`src/rtl/i2c_target_responder_if.sv`:
```
// i2c_target_responder_if: I2C pins plus local host-write and write-notify signals
interface i2c_target_responder_if;
  logic       scl, sda_in, sda_oe, host_wr_en, wr_valid, busy;
  logic [7:0] host_wr_index, host_wr_data, wr_index, wr_data;
  modport slave (
    input  scl, sda_in, host_wr_en, host_wr_index, host_wr_data,
    output sda_oe, wr_valid, wr_index, wr_data, busy
  );
  modport master (
    output scl, sda_in, host_wr_en, host_wr_index, host_wr_data,
    input  sda_oe, wr_valid, wr_index, wr_data, busy
  );
endinterface

```
`src/rtl/i2c_target_responder.sv`:
```
// i2c_target_responder: oversampled I2C target with a 256-byte auto-incrementing register file
module i2c_target_responder #(
  parameter logic [6:0] DEVICE_ADDR = 7'h39,
  parameter int         SYNC_STAGES = 2
) (
  input logic                   clk,
  input logic                   rst,
  i2c_target_responder_if.slave bus
);
  localparam logic [3:0] IDLE = 4'd0, ADDR = 4'd1, ADDR_ACK = 4'd2, INDEX = 4'd3, INDEX_ACK = 4'd4,
                         WDATA = 4'd5, WDATA_ACK = 4'd6, RDATA = 4'd7, RDATA_ACK = 4'd8, IGNORE = 4'd9;
  logic [SYNC_STAGES-1:0] scl_sync_q, sda_sync_q;
  logic       scl_h_q, sda_h_q, scl_s, sda_s, scl_rise, scl_fall, start_c, stop_c;
  logic [3:0] state_q, state_d;
  logic [2:0] cnt_q, cnt_d;
  logic [7:0] shift_q, shift_d, ptr_q, ptr_d, byte_c, rd_c;
  logic [7:0] wr_index_q, wr_index_d, wr_data_q, wr_data_d;
  logic       sda_oe_q, sda_oe_d, busy_q, busy_d, wr_valid_q, wr_valid_d;
  logic       i2c_we, ack_st, shift_st;
  logic [7:0] rf_q [256];
  assign scl_s    = scl_sync_q[SYNC_STAGES-1];
  assign sda_s    = sda_sync_q[SYNC_STAGES-1];
  assign scl_rise = scl_s & ~scl_h_q;
  assign scl_fall = ~scl_s & scl_h_q;
  assign start_c  = scl_s & scl_h_q & sda_h_q & ~sda_s;
  assign stop_c   = scl_s & scl_h_q & ~sda_h_q & sda_s;
  assign byte_c   = {shift_q[6:0], sda_s};
  assign rd_c     = rf_q[ptr_q];
  assign ack_st   = state_q inside {ADDR_ACK, INDEX_ACK, WDATA_ACK, RDATA_ACK};
  assign shift_st = state_q inside {ADDR, INDEX, WDATA, RDATA};
  // In ACK states cnt_q marks whether the 9th rising edge has been seen (0 = not yet)
  always_comb begin
    state_d    = state_q;
    cnt_d      = cnt_q;
    shift_d    = shift_q;
    ptr_d      = ptr_q;
    sda_oe_d   = sda_oe_q;
    busy_d     = busy_q;
    wr_valid_d = 1'b0;
    wr_index_d = wr_index_q;
    wr_data_d  = wr_data_q;
    i2c_we     = 1'b0;
    if (start_c) begin
      state_d  = ADDR;
      cnt_d    = 3'd0;
      sda_oe_d = 1'b0;
    end else if (stop_c) begin
      state_d  = IDLE;
      cnt_d    = 3'd0;
      sda_oe_d = 1'b0;
      busy_d   = 1'b0;
    end else if (scl_rise) begin
      if (ack_st) begin
        cnt_d   = 3'd1;
        state_d = (state_q == RDATA_ACK && sda_s) ? IGNORE : state_q;
      end else if (shift_st) begin
        shift_d = byte_c;
        cnt_d   = cnt_q + 3'd1;
        if (cnt_q == 3'd7) begin
          case (state_q)
            ADDR: begin
              state_d = (byte_c[7:1] == DEVICE_ADDR) ? ADDR_ACK : IGNORE;
              busy_d  = busy_q | (byte_c[7:1] == DEVICE_ADDR);
            end
            INDEX: begin
              ptr_d   = byte_c;
              state_d = INDEX_ACK;
            end
            WDATA: begin
              i2c_we     = 1'b1;
              wr_valid_d = 1'b1;
              wr_index_d = ptr_q;
              wr_data_d  = byte_c;
              ptr_d      = ptr_q + 8'd1;
              state_d    = WDATA_ACK;
            end
            default: begin
              ptr_d   = ptr_q + 8'd1;
              state_d = RDATA_ACK;
            end
          endcase
        end
      end
    end else if (scl_fall) begin
      if (state_q == RDATA) sda_oe_d = ~shift_q[7];
      else if (ack_st && cnt_q == 3'd0) sda_oe_d = state_q != RDATA_ACK;
      else if (ack_st) begin
        cnt_d = 3'd0;
        if ((state_q == ADDR_ACK && shift_q[0]) || state_q == RDATA_ACK) begin
          state_d  = RDATA;
          shift_d  = rd_c;
          sda_oe_d = ~rd_c[7];
        end else begin
          state_d  = (state_q == ADDR_ACK) ? INDEX : WDATA;
          sda_oe_d = 1'b0;
        end
      end
    end
  end
  always_ff @(posedge clk) begin
    scl_sync_q <= {scl_sync_q[SYNC_STAGES-2:0], bus.scl};
    sda_sync_q <= {sda_sync_q[SYNC_STAGES-2:0], bus.sda_in};
    scl_h_q    <= scl_s;
    sda_h_q    <= sda_s;
    if (rst) begin
      state_q    <= IDLE;
      cnt_q      <= 3'd0;
      shift_q    <= 8'd0;
      ptr_q      <= 8'd0;
      sda_oe_q   <= 1'b0;
      busy_q     <= 1'b0;
      wr_valid_q <= 1'b0;
      wr_index_q <= 8'd0;
      wr_data_q  <= 8'd0;
    end else begin
      state_q    <= state_d;
      cnt_q      <= cnt_d;
      shift_q    <= shift_d;
      ptr_q      <= ptr_d;
      sda_oe_q   <= sda_oe_d;
      busy_q     <= busy_d;
      wr_valid_q <= wr_valid_d;
      wr_index_q <= wr_index_d;
      wr_data_q  <= wr_data_d;
    end
  end
  // An I2C write in the same cycle drops any host write
  always_ff @(posedge clk) begin
    if (i2c_we && !rst) rf_q[ptr_q] <= byte_c;
    else if (bus.host_wr_en) rf_q[bus.host_wr_index] <= bus.host_wr_data;
  end
  assign bus.sda_oe   = sda_oe_q;
  assign bus.wr_valid = wr_valid_q;
  assign bus.wr_index = wr_index_q;
  assign bus.wr_data  = wr_data_q;
  assign bus.busy     = busy_q;
endmodule

```
`src/flat_wrapper.sv`:
```
// flat-port wrapper written by rule: the top's interface ports become plain ports
module i2c_target_responder_flat 
#(
  parameter logic [6:0] DEVICE_ADDR = 7'h39,
  parameter int         SYNC_STAGES = 2
)
  (clk, rst, bus_scl, bus_sda_in, bus_host_wr_en, bus_host_wr_index, bus_host_wr_data, bus_sda_oe, bus_wr_valid, bus_wr_index, bus_wr_data, bus_busy);
  i2c_target_responder_if bus_i ();
  input logic clk;
  input logic rst;
  input wire logic [$bits(bus_i.scl)-1:0] bus_scl;
  input wire logic [$bits(bus_i.sda_in)-1:0] bus_sda_in;
  input wire logic [$bits(bus_i.host_wr_en)-1:0] bus_host_wr_en;
  input wire logic [$bits(bus_i.host_wr_index)-1:0] bus_host_wr_index;
  input wire logic [$bits(bus_i.host_wr_data)-1:0] bus_host_wr_data;
  output wire logic [$bits(bus_i.sda_oe)-1:0] bus_sda_oe;
  output wire logic [$bits(bus_i.wr_valid)-1:0] bus_wr_valid;
  output wire logic [$bits(bus_i.wr_index)-1:0] bus_wr_index;
  output wire logic [$bits(bus_i.wr_data)-1:0] bus_wr_data;
  output wire logic [$bits(bus_i.busy)-1:0] bus_busy;
  assign bus_i.scl = bus_scl;
  assign bus_i.sda_in = bus_sda_in;
  assign bus_i.host_wr_en = bus_host_wr_en;
  assign bus_i.host_wr_index = bus_host_wr_index;
  assign bus_i.host_wr_data = bus_host_wr_data;
  assign bus_sda_oe = bus_i.sda_oe;
  assign bus_wr_valid = bus_i.wr_valid;
  assign bus_wr_index = bus_i.wr_index;
  assign bus_wr_data = bus_i.wr_data;
  assign bus_busy = bus_i.busy;
  i2c_target_responder #(.DEVICE_ADDR(DEVICE_ADDR), .SYNC_STAGES(SYNC_STAGES)) u_core (.clk(clk), .rst(rst), .bus(bus_i));
endmodule
```
`config.mk`:
```
export PLATFORM = sky130hd
export DESIGN_NAME = i2c_target_responder_flat
export DESIGN_NICKNAME = d
export VERILOG_FILES = /design/src/rtl/i2c_target_responder_if.sv /design/src/rtl/i2c_target_responder.sv /design/src/flat_wrapper.sv
export SDC_FILE = /design/constraint.sdc
export NUM_CORES = 2
export LEC_CHECK = 0
export BUFFER_PORTS_ARGS = -buffer_cell sky130_fd_sc_hd__buf_2
export CORE_ASPECT_RATIO = 0.5
export CORE_MARGIN = 4
export CORE_UTILIZATION = 34
export DETAILED_ROUTE_END_ITERATION = 8
export MAX_ROUTING_LAYER = met4
export PLACE_DENSITY_LB_ADDON = 0.15
export SLEW_MARGIN = 20
export SYNTH_ARGS = -nofsm -noshare
export SYNTH_HDL_FRONTEND = slang
export SYNTH_SLANG_ARGS = --single-unit
```
`constraint.sdc`:
```
create_clock -name clk -period 13.12 [get_ports clk]
set_input_delay 1.312 -clock clk [delete_from_list [all_inputs] [get_ports clk]]
set_output_delay 1.312 -clock clk [all_outputs]
set_load 0.005 [all_outputs]
```
==> results.tsv <==
metric	value	unit
Reg area	0.0626	mm2
Overflow after GRT	0	
Slew HR	20.1	%
first-pass GRT wire length	321	mm
sequential-to-total area share from yosys stat	76.1	%
r2r setup slk	7840	ps
final wirelength	229	mm
clock share of power	43.6	%
CTS HTree Levels	4	
Switching Fraction	20.3	%
internal cell power	10800	uW
top-area cell type share of the netlist area	74.7	%
Mapped Nets	3945	
hpwl dp	139	mm
# DRC	0	
hold depth	0	
CTS tree	done	
CP Max Fanout	56	
RSZ-0062 raised after global routing	false	
number of port buffers	39	
Worst-Margin Slew	1190	ps
Hold EP	u_core.sda_sync_q[1]$_DFF_P_	
Final Hold Fails	0	
Power Density	147	mW/mm2
max-slew violations	0	
Syn Inst Count	3917	
Sw Pwr	2760	uW
syn_area_per_cell	21.0	um2
die area	0.250	mm2
Tcrit/Tclk final	40.3	%
ratio of cells with drive above 1 in the final layout	24.1	%
antenna violations before repair	16	
vias in the first global route	40270	
Pleak	0.0272	uW
Period minus WS final	5280	ps
largest area contributor in the netlist	edfxtp_1	
largest net degree at the start of global routing	146	
Synth warnings	0	
Seq pwr share	54.6	%
placeable core area	0.240	mm2
Yosys reg bits	2104	
Top FF cell, synth	edfxtp_1	
asr flop ratio synth	0	%
Comb power frac	1.8	%
Die H	356	um
Die Wd	704	um
Site Rows	127	
cts bufs inserted	204	
final core occ	38.5	%
Final TNS setup	0	ps
post-cts resize count	0	
Required @ worst endpoint	13820	ps
FF-to-FF path depth	9	
gr usage total	18.6	%
Layout fillers	21625	
maxcap violations	0	
Clock Tree Buf Depth	4	
Max IR drop VDD	0.0000913	V
IO Pins	40	
Setup violations, final	0	
crit end category	flip-flop	
Arr. time, crit path	5990	ps
Antenna Violating Nets Remaining	0	
worst skew pair latency	840	ps
vias	40102	
initial core utilization	34.2	%
root buf cell	clkbuf_16	
Routability Congestion	0.817	
WL per Instance	30.9	um
DRT Pass-1 Iters	5	
Starting DRT DRC Count	4466	
HP Start	u_core.sda_sync_q[0]$_DFF_P_	
Hold Crit Class	flip-flop to flip-flop	
fmax	189	MHz
Mapped Area	0.0823	mm2
r2r endpoint	u_core.shift_q[5]$_SDFFE_PP0P_	
Worst-path clk slew	70	ps
clk_skew	40.6	ps
fin nets	4039	
area growth from synthesis to final layout	12.5	%
average vias per placed instance	5.42	
hold buffer count at CTS	0	
CTS Sinks	2104	
Post CTS Setup Buffer Count	0	
top area cells in the synthesized netlist	edfxtp_1, mux4_2, nor2_1, mux2i_1, dfxtp_1	
Multi-input gate area	0.0184	mm2
outcome	complete, no violations	
EDFF count, synth	2048	
Yosys cell types	71	
CP startpoint kind	flip-flop	
crit path kind	flip-flop to flip-flop	
[power groups by stage]
stage	Sequential (uW)	Clock, uW	Combinational, uW
final	7420	5920	247
after global routing	7410	6330	268
after CTS	7420	6030	253
after detailed placement	7560	0	253
after global placement	7560	0	245
after floorplan	7580	0	107
[through the flow]
stage                     instance area [um2]  total power (uW)  instances  setup slack [ps]  hold WS (ps)
after global placement                  85900              7810       7028              7500           311
after global routing                    92500             14000       7397              7710           337
after floorplan                         82300              7690       3917              3370           310
after CTS                               92500             13700       7392              7890           330
after detailed placement                86000              7820       7028              7410           315
final                                   92600             13600       7400              7840           327
[logic make-up (layout without fill, tap and decap cells)]
family                     Yosys count  count (layout)  synth area share [%]
DFF                               2104            2104                  76.1
muxes                              662             662                  16.1
and+or+nand+nor                    592             592                  3.18
AOI/OAI and AO/OA                  303             303                  2.77
buffers and inverters              247             499                  1.75
adders and majority gates            7               7                 0.106
xor gates and xnor gates             2               2                0.0213
other                                0               6                     0
[Yosys cell counts (9+ instances only)]
| cell type | n |
|---|---|
| clkbuf_1 | 70 |
| nand3b_1 | 15 |
| o22ai_1 | 42 |
| nand4_1 | 17 |
| nand2b_1 | 17 |
| buf_2 | 69 |
| mux2i_1 | 113 |
| a22oi_1 | 66 |
| nor4_1 | 9 |
| nor2_1 | 319 |
| nand2_1 | 107 |
| nor2b_1 | 15 |
| nand3_1 | 45 |
| buf_6 | 32 |
| dfxtp_1 | 56 |
| mux4_2 | 522 |
| buf_1 | 19 |
| nor3_1 | 19 |
| a221oi_1 | 22 |
| a21oi_1 | 30 |
| mux2_2 | 26 |
| edfxtp_1 | 2048 |
| buf_4 | 40 |
| inv_1 | 14 |
| o21ai_0 | 32 |
| a211oi_1 | 23 |
| a22o_1 | 16 |
[flip-flops by register name, summed over array words and instances (netlist names), named ones only]
name	cells
u_core.ptr_q	8
u_core.shift_q	8
u_core.bus.sda_oe	1
u_core.rf_q	2048
u_core.bus.wr_valid	1
u_core.scl_sync_q	2
u_core.state_q	4
u_core.bus.busy	1
u_core.sda_h_q	1
u_core.scl_h_q	1
u_core.cnt_q	3
u_core.sda_sync_q	2
u_core.bus.wr_index	8
u_core.bus.wr_data	8
[worst max path at each step]
stage / start / end / slack, ps / cells past startpoint
2_1_floorplan: rst / u_core.rf_q[0][0]$_DFFE_PP_ / 3370 / 6
3_3_place_gp: rst / u_core.rf_q[16][0]$_DFFE_PP_ / 7500 / 9
6_report: flip-flop / u_core.shift_q[5]$_SDFFE_PP0P_ / 7840 / 9
3_5_place_dp: rst / u_core.rf_q[122][3]$_DFFE_PP_ / 7410 / 7
5_1_grt: flip-flop / u_core.shift_q[5]$_SDFFE_PP0P_ / 7710 / 9
4_1_cts: flip-flop / u_core.shift_q[7]$_SDFFE_PP0P_ / 7890 / 10
[per-layer routing]
layer / vias up / part of all wire [%] / global-route usage, %
li1: 16525 / - / -
met1: 21865 / 45 / 26.5
met2: 1414 / 46 / 28.1
met3: 298 / 7.2 / 3.58
met4: 0 / 2.0 / 3.72
met5: - / 0 / -
[worst max-delay path, stage by stage (launching register included)]
cell	delay, ps
dfxtp_4	650
buf_4	680
buf_4	830
buf_4	780
mux4_2	460
a22o_1	220
a221oi_1	820
a22oi_1	160
nand4_1	250
a41oi_1	140
[cell usage in the layout (no fill, tap or decap), types with 9 or more instances in the layout]
master        n
a211oi_1     23
a21oi_1      30
a221oi_1     22
a22o_1       16
a22oi_1      66
buf_2        39
buf_4        76
bufinv_16    25
clkbuf_1     49
clkbuf_16   207
clkinv_1     32
clkinv_2     41
dfxtp_1      50
edfxtp_1   2048
inv_1        14
mux2_2       19
mux2i_1     113
mux4_2      522
nand2_1     107
nand2b_1     17
nand3_1      45
nand3b_1     15
nand4_1      17
nor2_1      310
nor2b_1      11
nor3_1       19
nor4_1        9
o21ai_0      31
o22ai_1      42
[layout make-up]
| class | count | area share (%) |
|---|---|---|
| well taps | 3225 | 4.36 |
| clock inverters | 108 | 1.25 |
| inverters | 14 | 0.0568 |
| repair buffers | 121 | 0.973 |
| clock buffers | 256 | 5.80 |
| multi-input cells | 1566 | 19.9 |
| flip-flops and latches | 2104 | 67.7 |
| diodes | 6 | 0.0162 |
(Power assumes the default switching activity.)
